## config.mk

```make
export PLATFORM = sky130hd
export DESIGN_NAME = work_dispatcher
export DESIGN_NICKNAME = d
export VERILOG_FILES = /design/src/rtl/work_dispatcher.sv
export SDC_FILE = /design/constraint.sdc
export NUM_CORES = 2
export LEC_CHECK = 0
export CELL_PAD_IN_SITES_DETAIL_PLACEMENT = 1
export CELL_PAD_IN_SITES_GLOBAL_PLACEMENT = 1
export CORE_AREA = 2 2 615 617
export DETAILED_ROUTE_END_ITERATION = 10
export DIE_AREA = 0 0 617 619
export GPL_TIMING_DRIVEN = 0
export PLACE_DENSITY_LB_ADDON = 0.1
export SLEW_MARGIN = 15
export SYNTH_ARGS = -nofsm -noshare
export SYNTH_HDL_FRONTEND = slang
export SYNTH_SLANG_ARGS = --single-unit
export TNS_END_PERCENT = 1
```

## constraint.sdc

```tcl
create_clock -name clk -period 6.1 [get_ports clk]
set_input_delay 0.915 -clock clk [delete_from_list [all_inputs] [get_ports clk]]
set_output_delay 0.915 -clock clk [all_outputs]
set_load 0.05 [all_outputs]
```

## src/rtl/work_dispatcher.sv

```systemverilog
// work_dispatcher
//   Fans one work unit out to NUM_CORES hash cores, each searching a disjoint
//   nonce slice, and gathers found nonces through a round-robin arbiter into a
//   result FIFO that the serial side drains.
//
// Ports
//   clk, rst_n         clock, async active-low reset
//   new_work/work_data upstream work handshake (level), got_work pulse back
//   core_work          latched work broadcast to every core
//   core_base          per-core start nonce, slice i = i << (NONCE_W-log2(NUM_CORES))
//   core_start/abort   per-core one-cycle job control pulses
//   core_done/found    per-core status levels, core_nonce valid while found
//   core_found_ack     one-cycle pulse: nonce taken this cycle
//   new_result/result_data/result_ready  result FIFO head and pop handshake
//   exhausted          every slice searched and nothing left to report
module work_dispatcher #(
    parameter int NUM_CORES  = 4,
    parameter int WORK_W     = 640,
    parameter int NONCE_W    = 32,
    parameter int FIFO_DEPTH = 8
) (
    input  logic                         clk,
    input  logic                         rst_n,
    input  logic                         new_work,
    input  logic [WORK_W-1:0]            work_data,
    output logic                         got_work,
    output logic [WORK_W-1:0]            core_work,
    output logic [NUM_CORES*NONCE_W-1:0] core_base,
    output logic [NUM_CORES-1:0]         core_start,
    output logic [NUM_CORES-1:0]         core_abort,
    input  logic [NUM_CORES-1:0]         core_done,
    input  logic [NUM_CORES-1:0]         core_found,
    input  logic [NUM_CORES*NONCE_W-1:0] core_nonce,
    output logic [NUM_CORES-1:0]         core_found_ack,
    output logic                         new_result,
    output logic [NONCE_W-1:0]           result_data,
    input  logic                         result_ready,
    output logic                         exhausted
);

    localparam int LOG2N = $clog2(NUM_CORES);
    localparam int IDX_W = (NUM_CORES > 1) ? LOG2N : 1;
    localparam int PTR_W = $clog2(FIFO_DEPTH);
    localparam int CNT_W = PTR_W + 1;

    function automatic logic [NUM_CORES*NONCE_W-1:0] base_init();
        logic [NUM_CORES*NONCE_W-1:0] b;
        b = '0;
        for (int i = 0; i < NUM_CORES; i++)
            b[i*NONCE_W +: NONCE_W] = NONCE_W'(i) << (NONCE_W - LOG2N);
        return b;
    endfunction

    localparam logic [NUM_CORES*NONCE_W-1:0] BASE = base_init();

    typedef enum logic [1:0] {IDLE, LOAD, RUN, EXHAUST} state_e;

    state_e                       state_q;
    logic                         got_work_q;
    logic [NUM_CORES-1:0]         core_start_q, core_abort_q;
    logic [WORK_W-1:0]            core_work_q;
    logic [NUM_CORES*NONCE_W-1:0] core_base_q;

    logic [IDX_W-1:0] rr_q, rr_d;
    logic [PTR_W-1:0] wr_q, wr_d, rd_q, rd_d;
    logic [CNT_W-1:0] count_q, count_d;
    logic [NONCE_W-1:0] mem_q [FIFO_DEPTH];

    logic             load_go, arb_en, fifo_full, fifo_empty, push, pop;
    logic             grant_vld;
    logic [IDX_W-1:0] grant_idx, cand;
    logic [NONCE_W-1:0] nonce_sel;

    assign fifo_full  = (count_q == CNT_W'(FIFO_DEPTH));
    assign fifo_empty = (count_q == '0);

    // Entering LOAD: straight from IDLE/EXHAUST, or on the cycle after the
    // abort pulse in RUN (abort gives the cores one cycle to drop the old job).
    assign load_go = (new_work && (state_q == IDLE || state_q == EXHAUST)) ||
                     (state_q == RUN && (|core_abort_q));

    // No grants while a new job is pending or being aborted, so stale nonces
    // cannot slip into the freshly flushed FIFO.
    assign arb_en = (state_q == RUN) && !(|core_abort_q) && !new_work && !fifo_full;

    always_comb begin
        grant_vld = 1'b0;
        grant_idx = '0;
        cand      = '0;
        if (arb_en) begin
            for (int k = 0; k < NUM_CORES; k++) begin
                cand = IDX_W'((int'(rr_q) + k) % NUM_CORES);
                if (!grant_vld && core_found[cand]) begin
                    grant_vld = 1'b1;
                    grant_idx = cand;
                end
            end
        end
    end

    always_comb begin
        core_found_ack = '0;
        if (grant_vld) core_found_ack[grant_idx] = 1'b1;
    end

    assign nonce_sel = core_nonce[int'(grant_idx)*NONCE_W +: NONCE_W];
    assign push      = grant_vld;
    assign pop       = result_ready && !fifo_empty;
    assign rr_d      = grant_vld ? IDX_W'((int'(grant_idx) + 1) % NUM_CORES) : rr_q;

    always_comb begin
        wr_d    = wr_q;
        rd_d    = rd_q;
        count_d = count_q;
        if (load_go) begin
            wr_d    = '0;
            rd_d    = '0;
            count_d = '0;
        end else begin
            if (push) wr_d = wr_q + 1'b1;
            if (pop)  rd_d = rd_q + 1'b1;
            if (push && !pop)      count_d = count_q + 1'b1;
            else if (!push && pop) count_d = count_q - 1'b1;
        end
    end

    // Job control FSM; every output it drives is registered.
    always_ff @(posedge clk or negedge rst_n) begin
        if (!rst_n) begin
            state_q      <= IDLE;
            got_work_q   <= 1'b0;
            core_start_q <= '0;
            core_abort_q <= '0;
            core_work_q  <= '0;
            core_base_q  <= '0;
        end else begin
            got_work_q   <= 1'b0;
            core_start_q <= '0;
            core_abort_q <= '0;
            core_base_q  <= BASE;
            if (load_go) begin
                state_q      <= LOAD;
                core_work_q  <= work_data;
                got_work_q   <= 1'b1;
                core_start_q <= '1;
            end else begin
                case (state_q)
                    LOAD: state_q <= RUN;
                    RUN: begin
                        if (new_work)
                            core_abort_q <= '1;
                        else if ((&core_done) && !(|core_found))
                            state_q <= EXHAUST;
                    end
                    default: ;
                endcase
            end
        end
    end

    always_ff @(posedge clk or negedge rst_n) begin
        if (!rst_n) begin
            rr_q    <= '0;
            wr_q    <= '0;
            rd_q    <= '0;
            count_q <= '0;
        end else begin
            rr_q    <= rr_d;
            wr_q    <= wr_d;
            rd_q    <= rd_d;
            count_q <= count_d;
        end
    end

    // Storage needs no reset: result_data is masked to 0 while empty.
    always_ff @(posedge clk) begin
        if (push) mem_q[wr_q] <= nonce_sel;
    end

    assign got_work    = got_work_q;
    assign core_work   = core_work_q;
    assign core_base   = core_base_q;
    assign core_start  = core_start_q;
    assign core_abort  = core_abort_q;
    assign new_result  = !fifo_empty;
    assign result_data = fifo_empty ? '0 : mem_q[rd_q];
    assign exhausted   = (state_q == EXHAUST) && fifo_empty && !new_work;

endmodule

```

# Word-level counts from Yosys, hierarchy flattened
# Memories as Yosys holds them, arrays and structs flattened.
# Cells that the tools add are included.
# totals
in_bits	780
mem_bits_rw	256
memories	1
regBits	664
output_inout_bits	815
# mem_list
name	depth	width	read_ports	rd_clocked_by_memory_dff	write_ports	line_no	source
mem_q	8	32	1	0	1	67	logic [NONCE_W-1:0] mem_q [FIFO_DEPTH];
# op_classes
n_mux	43
n_reduce_logical	37
addsub	8
magnitude_cmp	6
eq_ne	6
shift	1
# op_table
operator	n
$shiftx A128 B8 Y32	1
$mux W32	1
$mux W4	8
$mux W1	16
$mux W2	8
$logic_and A1 B1 Y1	15
$lt A2 B3 Y1 const B	5
$mux W3	4
$logic_not A1 Y1	10
$bmux W1 S2	4
$reduce_or A4 Y1	2
$add A3 B1 Y3 const B	2
$reduce_bool A3 Y1	2
$add A2 B1 Y2 const B	2
$add A2 B2 Y2 const B	2
$add A4 B1 Y4 const B	1
$eq A2 B2 Y1 const B	2
$eq A4 B4 Y1 const B	1
$logic_not A4 Y1	1
$pmux W2 S2	1
$reduce_and A4 Y1	1
$reduce_bool A2 Y1	2
$sub A4 B1 Y4 const B	1
$ne A3 B2 Y1 const B	1
other kinds (7)	8

# Logic depth before layout (Yosys ltp)
# logic_depth
depth_word	23
mapped_depth	12
ltp_nobuf	11

# Worst setup path before layout
# Ideal clock, no wire load.
# synth_timing
path_kind	input-to-reg
from	in new_work
to	mem mem_q[2][0] (enable)
t_required_ns	5.587
setup_time_ns	0.513
setup_slack_ns	0.642
path_stages	4
arrival_ns	4.945
cell_sequence	clkbuf_1 > a2111o_1 > buf_2 > nor4b_1
# synth_via
elab_chain_cells	6
# synth_rtl
item	line_no	source
from (decl)	24	input logic new_work,
$logic_not A1 Y1	84	assign arb_en = (state_q == RUN) && !(|core_abort_q) && !new_work && !fifo_full;
$logic_and A1 B1 Y1 (2 in a row)	84	
$mux W1	90	if (arb_en) begin
$mux W1	177	if (push) mem_q[wr_q] <= nonce_sel;
$mux W1 (implied by the code)	177	
to (decl)	67	
# Every way passes these cells.

# Worst setup path after layout
# layout_timing
from	in core_found[0]
to	out core_found_ack[0]
# layout_via
elab_chain_cells	21
word_cells_on_any_way	33
classes_between	order compare (2); mux (24); reduce/logical (7)
# layout_rtl
item	line_no	source
from (decl)	32	input logic [NUM_CORES-1:0] core_found,
$bmux W1 S2	93	if (!grant_vld && core_found[cand]) begin
$mux W1 (implied by the code)	93	
$mux W1	93	
$mux W1	90	
$logic_not A1 Y1	93	
$logic_and A1 B1 Y1	93	
$mux W1	93	
$mux W1	90	
[... 5 more ...]	n/a	
$logic_and A1 B1 Y1	93	
$mux W2	93	
$mux W2	90	
$lt A2 B3 Y1 (implied by the code) or $ge A2 B1 Y1 (tied branches)	103	if (grant_vld) core_found_ack[grant_idx] = 1'b1;
$logic_and A1 B1 Y1 (implied by the code)	103	
$mux W1 (implied by the code)	103	
$demux W1 S2	103	
$mux W4 (*)	103	
to (decl)	34	output logic [NUM_CORES-1:0] core_found_ack,
# Mark *: on every way between the ends. The rest lies on a longest branch, timed or not. The select of a mux whose other input is x is not followed.

==> impl_metrics.env <==
export IMPL_synth_edff_count=256
export IMPL_numCtsBuffers=145
export IMPL_final_util=0.170
export IMPL_layout_cells_non_filler=10400
export IMPL_grt_busiest_layer="met2"
export IMPL_routedWlPerCell_um=26.1
export IMPL_die_area_um2=382000
export IMPL_num_vias=32100
export IMPL_fillers=43200
export IMPL_ir_drop_v=0.000242
export IMPL_grt_ovfl_total=0
export IMPL_mostFrequentLayoutCells="nand2_1, clkdlybuf4s50_1, dfrtp_1, edfxtp_1, clkbuf_1"
export IMPL_grt_use_met1=0.144
export IMPL_finalHoldViolCount=0
export IMPL_num_io_pins=1595
export IMPL_synthCells=3489
export IMPL_met2_usage=0.254
export IMPL_r2r_slack_ns=2.00
export IMPL_timing_max_cap_violations=0
export IMPL_grt_max_degree=108
export IMPL_max_freq_mhz=176
export IMPL_grt_pass1_wl_um=354000
export IMPL_critical_path_class="input pin to output port"
export IMPL_crit_arrival_ns=4.75
export IMPL_synth_cell_type_count=43
export IMPL_dr_pass1_iters=4
export IMPL_clock_path_buffers=4
export IMPL_synth_main_ff_cell="dfrtp_1"
export IMPL_vias_per_cell=3.08
export IMPL_port_buffers=1469
export IMPL_hold_start="core_work[314]"
export IMPL_rr_startpoint="core_abort[2]"
export IMPL_reg2regPathDepth=8
export IMPL_grt_antenna_before_repair=171
export IMPL_whs_path_depth=2
export IMPL_rr_endpoint="mem_q[1][3]"
export IMPL_p_per_area_nw_per_um2=637
export IMPL_total_power_uw=40500
export IMPL_start_util=0.0979
export IMPL_wl_um=273000
export IMPL_cellLeakagePower_uw=0.0267
export IMPL_post_cts_resized=0
export IMPL_worst_slew_pin_slew_ns=1.13
export IMPL_postCtsSetupBuffers=0
export IMPL_worstPathRequired_ns=5.18
export IMPL_crit_path_end_kind="output port"
export IMPL_clock_skew_ns=0.0439
export IMPL_syn_area_um2=36700
export IMPL_slew_headroom=0.238
export IMPL_status="completed"
export IMPL_drtIter0Drc=1256
export IMPL_setup_ws_ns=0.434
export IMPL_rsz0062_at_grt="no"
export IMPL_mostFrequentLayoutCell="nand2_1"
export IMPL_use_met3=0.0649
export IMPL_antenna_left=0
export IMPL_clkTransAtPathRegs_ns=0.05
export IMPL_ys_ff_latch=913
export IMPL_rows=225
export IMPL_synth_async_reset_ratio=0.720
export IMPL_hold_class="flip-flop to flip-flop"
export IMPL_die_y_um=619
export IMPL_clock_latency_ns=0.81
export IMPL_min_period_over_period=0.929
export IMPL_cts_tree="built"
export IMPL_seq_area_frac_synth=0.658
export IMPL_place_ws_ns=0.351
export IMPL_grt_usage=0.139
export IMPL_synth_warnings=0
export IMPL_finish_net_count=6081
export IMPL_area_growth_pct=73.4
export IMPL_cts_max_level=4
export IMPL_setup_worst_path_start_class="input pin"
export IMPL_root_buffer="clkbuf_16"
export IMPL_cp_max_fo=11
export IMPL_place_congestion=0.815
export IMPL_dp_cells=10100
export IMPL_die_w_um=617
export IMPL_hpwl_um=225000
export IMPL_cts_sinks=913
export IMPL_first_global_vias=34900
export IMPL_hold_end="core_work[314]"
export IMPL_syn_avg_cell_area_um2=10.5
export IMPL_drc=0
export IMPL_drive_above_1_share=0.0957
export IMPL_final_max_slew_viol_count=0
export IMPL_setup_viol=0
export IMPL_fin_setup_tns_ns=0
export IMPL_core_area_um2=375000
export IMPL_period_needed_ns=5.67
[flip-flops by register name (all words and copies together), names as in the netlist]
register    flops
core_abort      1
core_base       1
core_start      1
core_work     640
count_q         4
mem_q         256
rd_q            3
rr_q            2
state_q         2
wr_q            3
[layout make-up]
class                      instances  area, um^2  share of cell area
antenna                           44         110             0.00173
buffer                           312        1730              0.0272
clock buffer                     207        4230              0.0665
clock inverter                    52         408             0.00641
inverter                          11        41.3            0.000649
multi-input combinational       2376       11300               0.178
sequential                       913       24100               0.379
tap                             4994        6250              0.0982
timing repair buffer            1530       15400               0.242
[routing by layer]
layer,part of all wire,up-vias
met4,0.022,126
met3,0.094,415
li1,-,14600
met5,0.0030,-
met2,0.52,1121
met1,0.36,15900
[synthesized netlist by cell type, drive strengths merged (2+ instances only)]
cell     instances  area [um^2]
dfrtp          657        16400
mux2i          128         1280
edfxtp         256         7690
and2             5         31.3
nor4b            2         17.5
xor2             3         26.3
a211oi           2         15.0
inv             11         41.3
buf            155         1130
nand4            2         12.5
nand3            6         30.0
a21oi            8         40.0
nor3             3         15.0
clkbuf         157          591
mux4            64         1440
xnor2            3         26.3
conb             2         7.51
nand2b           7         43.8
o2bb2ai          2         17.5
nor2            40          150
nor3b            6         45.0
nor4bb           2         20.0
o21ai            6         30.0
nand2         1937         7270
nor4             4         40.0
ha              11          138
[through the flow]
stage	cell area [um^2]	hold WS, ns
3_3_place_gp	58100	0.452
3_5_place_dp	58800	0.455
2_1_floorplan	37100	0.507
6_report	63600	0.461
5_1_grt	63500	0.453
4_1_cts	63500	0.410
[kinds of logic (layout without fill, tap and decap cells)]
logic type / count (synthesis) / after routing / share of synthesized area
AO/OA/AOI/OAI: 25 / 25 / 0.00450
XOR/XNOR: 6 / 6 / 0.00143
adder cells (fa/ha/maj): 12 / 12 / 0.00430
buffers and inverters: 323 / 2112 / 0.0481
flip-flops: 913 / 913 / 0.658
multiplexers: 192 / 192 / 0.0742
other: 2 / 169 / 0.000205
AND/OR/NAND/NOR: 2016 / 2016 / 0.210
[worst max-delay path, cell delays in order]
cell and delay, ns:
clkdlybuf4s50_1 0.54, nor4_1 1.00, a2111o_1 0.18, buf_2 0.30, nor4_4 0.14, buf_6 0.20, buf_6 0.20, inv_2 0.08
ha_1 0.14, and2_1 0.11, clkdlybuf4s50_1 0.90
[worst max path at each step]
stage | from | end | slack, ns | cells after the start
2_1_floorplan | new_work | mem_q[2][0] | 0.64 | 4
3_3_place_gp | rst_n | core_work[332] | -35.38 | 1
3_5_place_dp | core_found[0] | core_found_ack[3] | 0.35 | 10
4_1_cts | core_abort[2] | core_found_ack[3] | 0.09 | 9
5_1_grt | core_abort[2] | core_found_ack[3] | 0.04 | 9
6_report | core_found[0] | core_found_ack[0] | 0.43 | 11
[what timing repair did]
item	4_1_cts	5_1_grt
endpoints found under the setup margin	0	0
hold buffers	1	0
hold endpoints to repair	2	0
[power breakdown]
part / total [uW] / internal (uW) / switching (uW)
registers: 9930 / 8560 / 1360
clock network: 8410 / 4950 / 3450
logic: 22200 / 6060 / 16100
No activity file was read; power rests on OpenSTA's default activity.
